[config.mk]
export PLATFORM = sky130hd
export DESIGN_NAME = dbu_pipeline
export DESIGN_NICKNAME = d
export VERILOG_FILES = /design/src/rtl/dbu_pipeline_pkg.sv /design/src/rtl/dbu_pipeline_btn.sv /design/src/rtl/dbu_pipeline.sv
export SDC_FILE = /design/constraint.sdc
export NUM_CORES = 1
export LEC_CHECK = 0
export ABC_AREA = 1
export CORE_UTILIZATION = 45
export DETAILED_ROUTE_END_ITERATION = 6
export GPL_TIMING_DRIVEN = 0
export PLACE_DENSITY = 0.72
export SETUP_SLACK_MARGIN = 0.05
export SYNTH_ARGS = -nofsm -noshare
export SYNTH_HDL_FRONTEND = slang
export SYNTH_SLANG_ARGS = --single-unit
[constraint.sdc]
create_clock -name clk -period 14.7 [get_ports clk]
set_input_delay 2.94 -clock clk [delete_from_list [all_inputs] [get_ports clk]]
set_output_delay 2.94 -clock clk [all_outputs]
set_load 0.02 [all_outputs]
[src/rtl/dbu_pipeline_pkg.sv]
// Shared constants for the debug unit.
// Probe address masks, strides and display selector codes.
package dbu_pipeline_pkg;

    localparam logic [15:0] RF_ADDR_MASK  = 16'h001F;
    localparam logic [15:0] MEM_ADDR_MASK = 16'h03FC;
    localparam logic [15:0] RF_STRIDE     = 16'd1;
    localparam logic [15:0] MEM_STRIDE    = 16'd4;
    localparam logic [2:0]  SEL_PROBE     = 3'd0;

endpackage

[src/rtl/dbu_pipeline_btn.sv]
// Button conditioner: 2-flop sync, debounce counter,
// one-cycle pulse on each accepted press.
module btn_conditioner #(
    parameter int DEBOUNCE_CYCLES = 1000000
) (
    input  logic clk,
    input  logic rst,
    input  logic btn_i,
    output logic pulse_o
);

    localparam int CW = $clog2(DEBOUNCE_CYCLES + 1);
    localparam logic [CW-1:0] CNT_MAX = CW'(DEBOUNCE_CYCLES - 1);

    logic          s1_q, s2_q;
    logic          deb_q, deb_d;
    logic          pulse_q, pulse_d;
    logic [CW-1:0] cnt_q, cnt_d;

    // Count while the level disagrees; flip once it has held long enough.
    always_comb begin
        cnt_d   = '0;
        deb_d   = deb_q;
        pulse_d = 1'b0;
        if (s2_q != deb_q) begin
            if (cnt_q == CNT_MAX) begin
                deb_d   = s2_q;
                pulse_d = s2_q;
            end else begin
                cnt_d = cnt_q + 1'b1;
            end
        end
    end

    // Synchronizer, debounce state and pulse registers.
    always_ff @(posedge clk or posedge rst) begin
        if (rst) begin
            s1_q    <= 1'b0;
            s2_q    <= 1'b0;
            deb_q   <= 1'b0;
            pulse_q <= 1'b0;
            cnt_q   <= '0;
        end else begin
            s1_q    <= btn_i;
            s2_q    <= s1_q;
            deb_q   <= deb_d;
            pulse_q <= pulse_d;
            cnt_q   <= cnt_d;
        end
    end

    assign pulse_o = pulse_q;

endmodule

[src/rtl/dbu_pipeline.sv]
// Debug unit: run/step control, probe address,
// selector forwarding and display routing.
module dbu_pipeline
    import dbu_pipeline_pkg::*;
#(
    parameter int DEBOUNCE_CYCLES = 1000000,
    parameter int ADDR_W          = 16
) (
    input  logic              clk,
    input  logic              rst,
    input  logic              succ,
    input  logic              step,
    input  logic              inc,
    input  logic              dec,
    input  logic              m_rf,
    input  logic [2:0]        sel,
    input  logic [1:0]        sub_sel,
    input  logic [15:0]       status,
    input  logic [31:0]       m_data,
    input  logic [31:0]       rf_data,
    input  logic [31:0]       o_sel_data,
    output logic              cpu_en,
    output logic [ADDR_W-1:0] m_rf_addr,
    output logic [2:0]        i_sel0,
    output logic [1:0]        i_sel1,
    output logic [15:0]       led,
    output logic [31:0]       seg_data
);

    logic              step_p, inc_p, dec_p;
    logic              succ_s1_q, succ_s2_q;
    logic              mrf_s1_q, mrf_s2_q, mrf_s3_q;
    logic              cpu_en_q, cpu_en_d;
    logic [ADDR_W-1:0] addr_q, addr_d;
    logic [ADDR_W-1:0] mask, stride;
    logic [2:0]        sel0_q;
    logic [1:0]        sel1_q;
    logic [15:0]       led_q, led_d;
    logic [31:0]       seg_q, seg_d;

    btn_conditioner #(.DEBOUNCE_CYCLES(DEBOUNCE_CYCLES)) u_step (
        .clk(clk), .rst(rst), .btn_i(step), .pulse_o(step_p)
    );

    btn_conditioner #(.DEBOUNCE_CYCLES(DEBOUNCE_CYCLES)) u_inc (
        .clk(clk), .rst(rst), .btn_i(inc), .pulse_o(inc_p)
    );

    btn_conditioner #(.DEBOUNCE_CYCLES(DEBOUNCE_CYCLES)) u_dec (
        .clk(clk), .rst(rst), .btn_i(dec), .pulse_o(dec_p)
    );

    // Next-state for run control, probe address and display.
    always_comb begin
        cpu_en_d = succ_s2_q | step_p;
        mask     = mrf_s2_q ? ADDR_W'(MEM_ADDR_MASK) : ADDR_W'(RF_ADDR_MASK);
        stride   = mrf_s2_q ? ADDR_W'(MEM_STRIDE) : ADDR_W'(RF_STRIDE);
        addr_d   = addr_q;
        if (mrf_s2_q != mrf_s3_q) begin
            addr_d = '0;
        end else if (inc_p && !dec_p) begin
            addr_d = (addr_q + stride) & mask;
        end else if (dec_p && !inc_p) begin
            addr_d = (addr_q - stride) & mask;
        end
        if (sel == SEL_PROBE) begin
            seg_d = mrf_s2_q ? m_data : rf_data;
            led_d = {mrf_s2_q, 5'b0, addr_q[9:0]};
        end else begin
            seg_d = o_sel_data;
            led_d = status;
        end
    end

    // Switch synchronizers and all output registers.
    always_ff @(posedge clk or posedge rst) begin
        if (rst) begin
            succ_s1_q <= 1'b0;
            succ_s2_q <= 1'b0;
            mrf_s1_q  <= 1'b0;
            mrf_s2_q  <= 1'b0;
            mrf_s3_q  <= 1'b0;
            cpu_en_q  <= 1'b0;
            addr_q    <= '0;
            sel0_q    <= '0;
            sel1_q    <= '0;
            led_q     <= '0;
            seg_q     <= '0;
        end else begin
            succ_s1_q <= succ;
            succ_s2_q <= succ_s1_q;
            mrf_s1_q  <= m_rf;
            mrf_s2_q  <= mrf_s1_q;
            mrf_s3_q  <= mrf_s2_q;
            cpu_en_q  <= cpu_en_d;
            addr_q    <= addr_d;
            sel0_q    <= sel;
            sel1_q    <= sub_sel;
            led_q     <= led_d;
            seg_q     <= seg_d;
        end
    end

    assign cpu_en    = cpu_en_q;
    assign m_rf_addr = addr_q;
    assign i_sel0    = sel0_q;
    assign i_sel1    = sel1_q;
    assign led       = led_q;
    assign seg_data  = seg_q;

endmodule

==> results of run 1 <==
-- sequential cells by signal (all words and copies together) (netlist names), 2 cells and up --
| register | cells |
|---|---|
| i_sel0 | 3 |
| i_sel1 | 2 |
| led | 16 |
| m_rf_addr | 10 |
| seg_data | 32 |
| u_dec.cnt_q | 20 |
| u_inc.cnt_q | 20 |
| u_step.cnt_q | 20 |
-- cells in the mapped netlist (2+ instances only) --
library cell	instances	area, um2
nand2_1	212	796
dfrtp_1	141	3530
nor2_1	140	526
inv_1	79	297
nand3_1	35	175
a31oi_1	33	206
xor2_1	23	201
a21oi_1	16	80.1
nor3_1	16	80.1
nand4_1	13	81.3
o21ai_0	13	65.1
ha_1	11	138
nand2_2	9	56.3
nor2_4	9	101
xnor2_1	9	78.8
buf_4	8	60.1
buf_2	7	35.0
clkbuf_1	7	26.3
nor2_2	7	43.8
nor3_2	7	70.1
inv_2	6	22.5
nand3_2	6	60.1
nand3b_1	4	30.0
nand2_4	3	33.8
o22ai_1	3	18.8
nor3_4	2	32.5
-- final cells by class --
class | instances | area, um2 | area share, %
Buffer | 22 | 121 | 1.24
Clock buffer | 20 | 457 | 4.66
Clock inverter | 12 | 191 | 1.95
Inverter | 86 | 330 | 3.37
Multi-Input combinational cell | 589 | 3030 | 31.0
Sequential cell | 141 | 3530 | 36.0
Tap cell | 188 | 235 | 2.40
Timing Repair Buffer | 188 | 1900 | 19.4
-- routing by layer --
layer / routed length [um] / up-vias / global-route usage, %
met4: 459 / 0 / 10.9
li1: - / 3063 / -
met3: 546 / 27 / 4.39
met2: 9020 / 126 / 38.6
met5: 0 / - / 0
met1: 8390 / 2856 / 31.8
-- through the flow --
stage                     worst slack, ns  utilization, %  total power [mW]  hold WS (ns)
after CTS                           10.22            64.4              1.04         0.348
final                               10.23            64.4              1.03         0.347
after global placement               5.99            60.0             0.565         0.333
after floorplan                      7.98               -             0.489         0.331
after detailed placement            10.03            60.2             0.567         0.335
after global routing                10.17            64.4              1.07         0.350
-- where the power goes --
part / internal [mW] / leakage [nW] / total, mW / switching [mW]
combinational: 0.0722 / 2.23 / 0.146 / 0.0742
sequential: 0.405 / 1.81 / 0.414 / 0.00937
clock: 0.308 / 0.320 / 0.467 / 0.159
total: 0.785 / 4.36 / 1.03 / 0.243
-- path summary, 6_finish.rpt --
path / slack [ns] / to
setup / recovery: 10.23 / m_rf_addr[1]
hold / removal: 0.35 / u_step.s2_q
setup reg to reg: 12.31 / m_rf_addr[5]
hold reg to reg: 0.35 / u_step.s2_q
max in group asynchronous: 10.98 / u_inc.cnt_q[7]
min in group asynchronous: 2.95 / u_dec.cnt_q[16]
-- cell families after synthesis --
kind of cell / synth area share [%]
buffers and inverters: 6.39
xor gates and xnor gates: 4.24
DFF: 50.5
AOI/OAI and AO/OA: 5.96
adders and majority gates: 2.26
and+or+nand+nor: 30.6
other: 0.0537
==> results.cfg, run 1 <==
[outcome]
status = complete, no violations

[floorplan]
die-area_mm2 = 0.0160
core_mm2 = 0.0152
rows = 45
die_w_um = 127
die_h_um = 127
ios = 194
start_util_pct = 46.0

[yosys]
ys_async_sr_fraction_pct = 100
synth_cell_types = 40
synth.cell_area_mm2 = 0.00699
ys_seq_elements = 141
postSynthCellCount = 833
ys_seq_area_share_pct = 50.5
yosys_warnings = 0
synth_edf_count = 0
ys.flop_type = dfrtp_1
synth.avg_cell_area_um2 = 8.39

[final_layout]
antenna_cells = 0
postLayoutCellArea_mm2 = 0.00979
nets = 1181
fin_cells = 1246
layout_common_cells = 212 x nand2_1, 187 x clkdlybuf4s50_1, 141 x dfrtp_1
final_common_cell = nand2_1
nFillCells = 1284
drive_gt1_share_pct = 9.92
area_growth_pct = 40.2

[clock_network]
cts_root_buffer = clkbuf_16
post_cts_resized = 0
h-tree-depth = 4
insertion_delay_ns = 0.42
clock-sinks = 141
clk_pin_slew_worst_paths_ns = 0.06
cts-buffers-inserted = 17
clk_path_buf_depth = 2
cts_tree = built
hold_buffers = 0
post-cts-setup-buffers = 0

[sta]
max_clock_freq_ghz = 0.224
slew_viol_final = 0
fin_skew_ns = 0.00500
rsz0062_at_grt = no
fin_crit_sh_pct = 30.4
worst_pin_slew_ns = 0.551
hold_viol = 0
fin_crit_ns = 4.47
slew_headroom_pct = 63.2
fin_tns_setup_ns = 0
final-setup-viol-count = 0

[place]
place.gp.congestion = 0.886
hpwl_mm = 13.9
placed_area_mm2 = 0.00915
port_buffers = 187
place_inst = 1214

[routing]
ant_nets = 0
drc = 0
drt_iter0_drc = 415
via_count = 6072
drt-pass1-iter-count = 5
wl_per_cell_um = 14.8
drt-total-wl_mm = 18.4
vias_per_cell = 4.87

[critical_path]
crit_family = buffers and inverters
cp_cell_sequence = clkdlybuf4s50_1
critPathMaxStageDelay_ns = 0.65
slowest_stage = clkdlybuf4s50_1
required_ns = 11.76
crit_buf_inv = 1
worstSetupPathType = flop to output port
cp_max_fo = 4
r2r-start = mrf_s2_q
cp-end-kind = output port
critPathLaunch = m_rf_addr[1]
startpoint_type = flop
critical_path_depth = 1
reg2regPathDepth = 12
cp_data_arrival_time_ns = 1.53

[global_routing]
grt_usage_pct = 24.0
grt_start_max_net_pins = 89
grt_pass1_wl_mm = 29.3
grt.overflow.total = 0
grt_pass1_vias = 5819
antenna_found_initial = 0

[worst_hold_path]
worstHoldStart = u_step.s1_q
hold_depth = 0
hp-class = flop to flop

[job]
drv_cap = 0

[power]
p_leak_nw = 4.36
p_per_area_mw_per_mm2 = 105
ir_drop_mv = 0.0801
Note: power is estimated with default switching activity, not from simulation.
==> inputs of run 2 (changes only) <==
- clock period: 14.7 -> 4.2 ns (I/O delays scaled with it)
==> run 2 against run 1 <==
Sequential share of layout area about the same. Critical path depth increased by 11. Non-clock buffer count is 3 higher. Clock skew grew 0.0013 ns. Combinational power grew to 3.5 times the previous value. Sequential power rose to 3.5 times the previous value. First-iteration DRC count is 0.96% higher. Final area is 0.13% higher. Power rose to 3.4 times the previous value. Core utilization grew 0.082 points. Critical path type is now flop to flop.
==> results.cfg, run 2 (synthesis results as in run 1) <==
[sta]
max_clock_freq_ghz = 0.410
fin_ws_ns = 1.76
worst_pin_slew_ns = 0.598
rsz0062_at_grt = no
hold_viol = 0
slew_viol_final = 0
fin_crit_ns = 2.44
fin_skew_ns = 0.00629
slew_headroom_pct = 60.1
final-setup-viol-count = 0
fin_crit_sh_pct = 58.1
fin_tns_setup_ns = 0

[critical_path]
crit_end = m_rf_addr[5]
cp-end-kind = flop
required_ns = 4.51
startpoint_type = flop
r2r-end = m_rf_addr[5]
critPathLaunch = mrf_s2_q
cp_cell_sequence = buf_4, inv_2, clkbuf_1, nand2_1, ha_1, nand2_1, o21ai_2, nand2_1, nand2_1, nand2_1, nand3_1, nand2_1
reg2regPathDepth = 12
crit_buf_inv = 3
critical_path_depth = 12
ff2ff_setup_slack_ns = 1.76
critPathMaxStageDelay_ns = 0.49
cp_data_arrival_time_ns = 2.75
worstSetupPathType = flop to flop
cp_max_fo = 10
crit_top_cell = nand2_1
crit_family = buffers and inverters
slowest_stage = clkbuf_1
r2r-start = mrf_s2_q

[worst_hold_path]
hp-class = flop to flop

[place]
pre_cts_ws_ns = 1.67
hpwl_mm = 13.8
place.gp.congestion = 0.879
port_buffers = 187

[clock_network]
cts_root_buffer = clkbuf_16
clk_pin_slew_worst_paths_ns = 0.06
h-tree-depth = 4
hold_buffers = 0
insertion_delay_ns = 0.42
post-cts-setup-buffers = 0
cts-buffers-inserted = 17
cts_tree = built
clock-sinks = 141
clk_path_buf_depth = 2
post_cts_resized = 0

[global_routing]
antenna_found_initial = 0
grt_pass1_vias = 5817
grt.overflow.total = 0
grt_usage_pct = 23.9
grt_start_max_net_pins = 40
grt_pass1_wl_mm = 29.4

[power]
p_clk_share_pct = 43.8
swShare_pct = 24.4
p_per_area_mw_per_mm2 = 357
p_comb_share_pct = 14.8
p_sw_mw = 0.854
total_power_mw = 3.50
p_leak_nw = 4.36
p_int_mw = 2.65
ir_drop_mv = 0.320
power.share.sequential_pct = 41.4

[floorplan]
ios = 194
die_w_um = 127
die-area_mm2 = 0.0160
rows = 45
core_mm2 = 0.0152
die_h_um = 127
start_util_pct = 46.0

[job]
drv_cap = 0

[final_layout]
nets = 1184
final_common_cell = nand2_1
utilization_pct = 64.5
layout_common_cells = 212 x nand2_1, 187 x clkdlybuf4s50_1, 141 x dfrtp_1
drive_gt1_share_pct = 10.3
largest_register_ffs = 32
area_growth_pct = 40.3
antenna_cells = 0

[routing]
wl_per_cell_um = 14.5
via_count = 6082
vias_per_cell = 4.87
drt_iter0_drc = 419
drt-total-wl_mm = 18.1
drc = 0
ant_nets = 0
drt-pass1-iter-count = 6

[outcome]
status = complete, no violations
[run 2: changes by cell type in the layout (fill, tap and decap cells not counted)]
cell        delta
clkbuf_8       +1
clkbuf_1       -1
buf_12         +4
buf_16         -1
inv_6          -1
clkinvlp_4     +3
clkinv_4       -1
bufinv_16      -2
clkinv_2       +1
[run 2: worst register-to-register path: stages (launching register included)]
cell	delay (ns)
dfrtp_1	0.37
buf_4	0.17
inv_2	0.13
clkbuf_1	0.49
nand2_1	0.13
ha_1	0.37
nand2_1	0.11
o21ai_2	0.23
nand2_1	0.10
nand2_1	0.07
nand2_1	0.04
nand3_1	0.07
nand2_1	0.05
[run 2: area by class of cell]
type                    count  area [um2]
clock inverters            12         143
multi-input cells         589        3030
inverters                  86         329
plain buffers              22         121
repair buffers            191        1950
clock buffers              20         467
flip-flops and latches    141        3530
fillers                  1310        5400
well taps                 188         235
[run 2: per-layer routing]
layer | GRT usage (%) | vias to the layer above | share of wire [%]
met5 | 0 | - | 0
met1 | 32.3 | 2851 | 46
li1 | - | 3065 | -
met3 | 4.68 | 28 | 3.6
met2 | 38.6 | 138 | 49
met4 | 8.15 | 0 | 2.2
[run 2: worst min path at each step]
stage                startpoint     endpoint  depth (start not counted)
finish               u_dec.s1_q   u_dec.s2_q                          0
global route           mrf_s1_q     mrf_s2_q                          0
CTS                  u_dec.s1_q   u_dec.s2_q                          0
detailed placement    succ_s1_q    succ_s2_q                          0
global placement    u_step.s1_q  u_step.s2_q                          0
floorplan              mrf_s1_q     mrf_s2_q                          0
[run 2: power groups by stage]
stage | clock (mW) | combinational, mW | sequential, mW
2_1_floorplan | 0 | 0.187 | 1.52
3_3_place_gp | 0 | 0.506 | 1.47
3_5_place_dp | 0 | 0.518 | 1.47
4_1_cts | 1.56 | 0.521 | 1.45
5_1_grt | 1.63 | 0.560 | 1.45
6_report | 1.53 | 0.517 | 1.45
[run 2: stage by stage]
stage	cell area, um2	cells	hold slack, ns
detailed placement	9200	1217	0.336
global route	9810	1249	0.356
global placement	9120	1213	0.334
floorplan	7010	838	0.331
finish	9810	1249	0.348
CTS	9810	1249	0.351
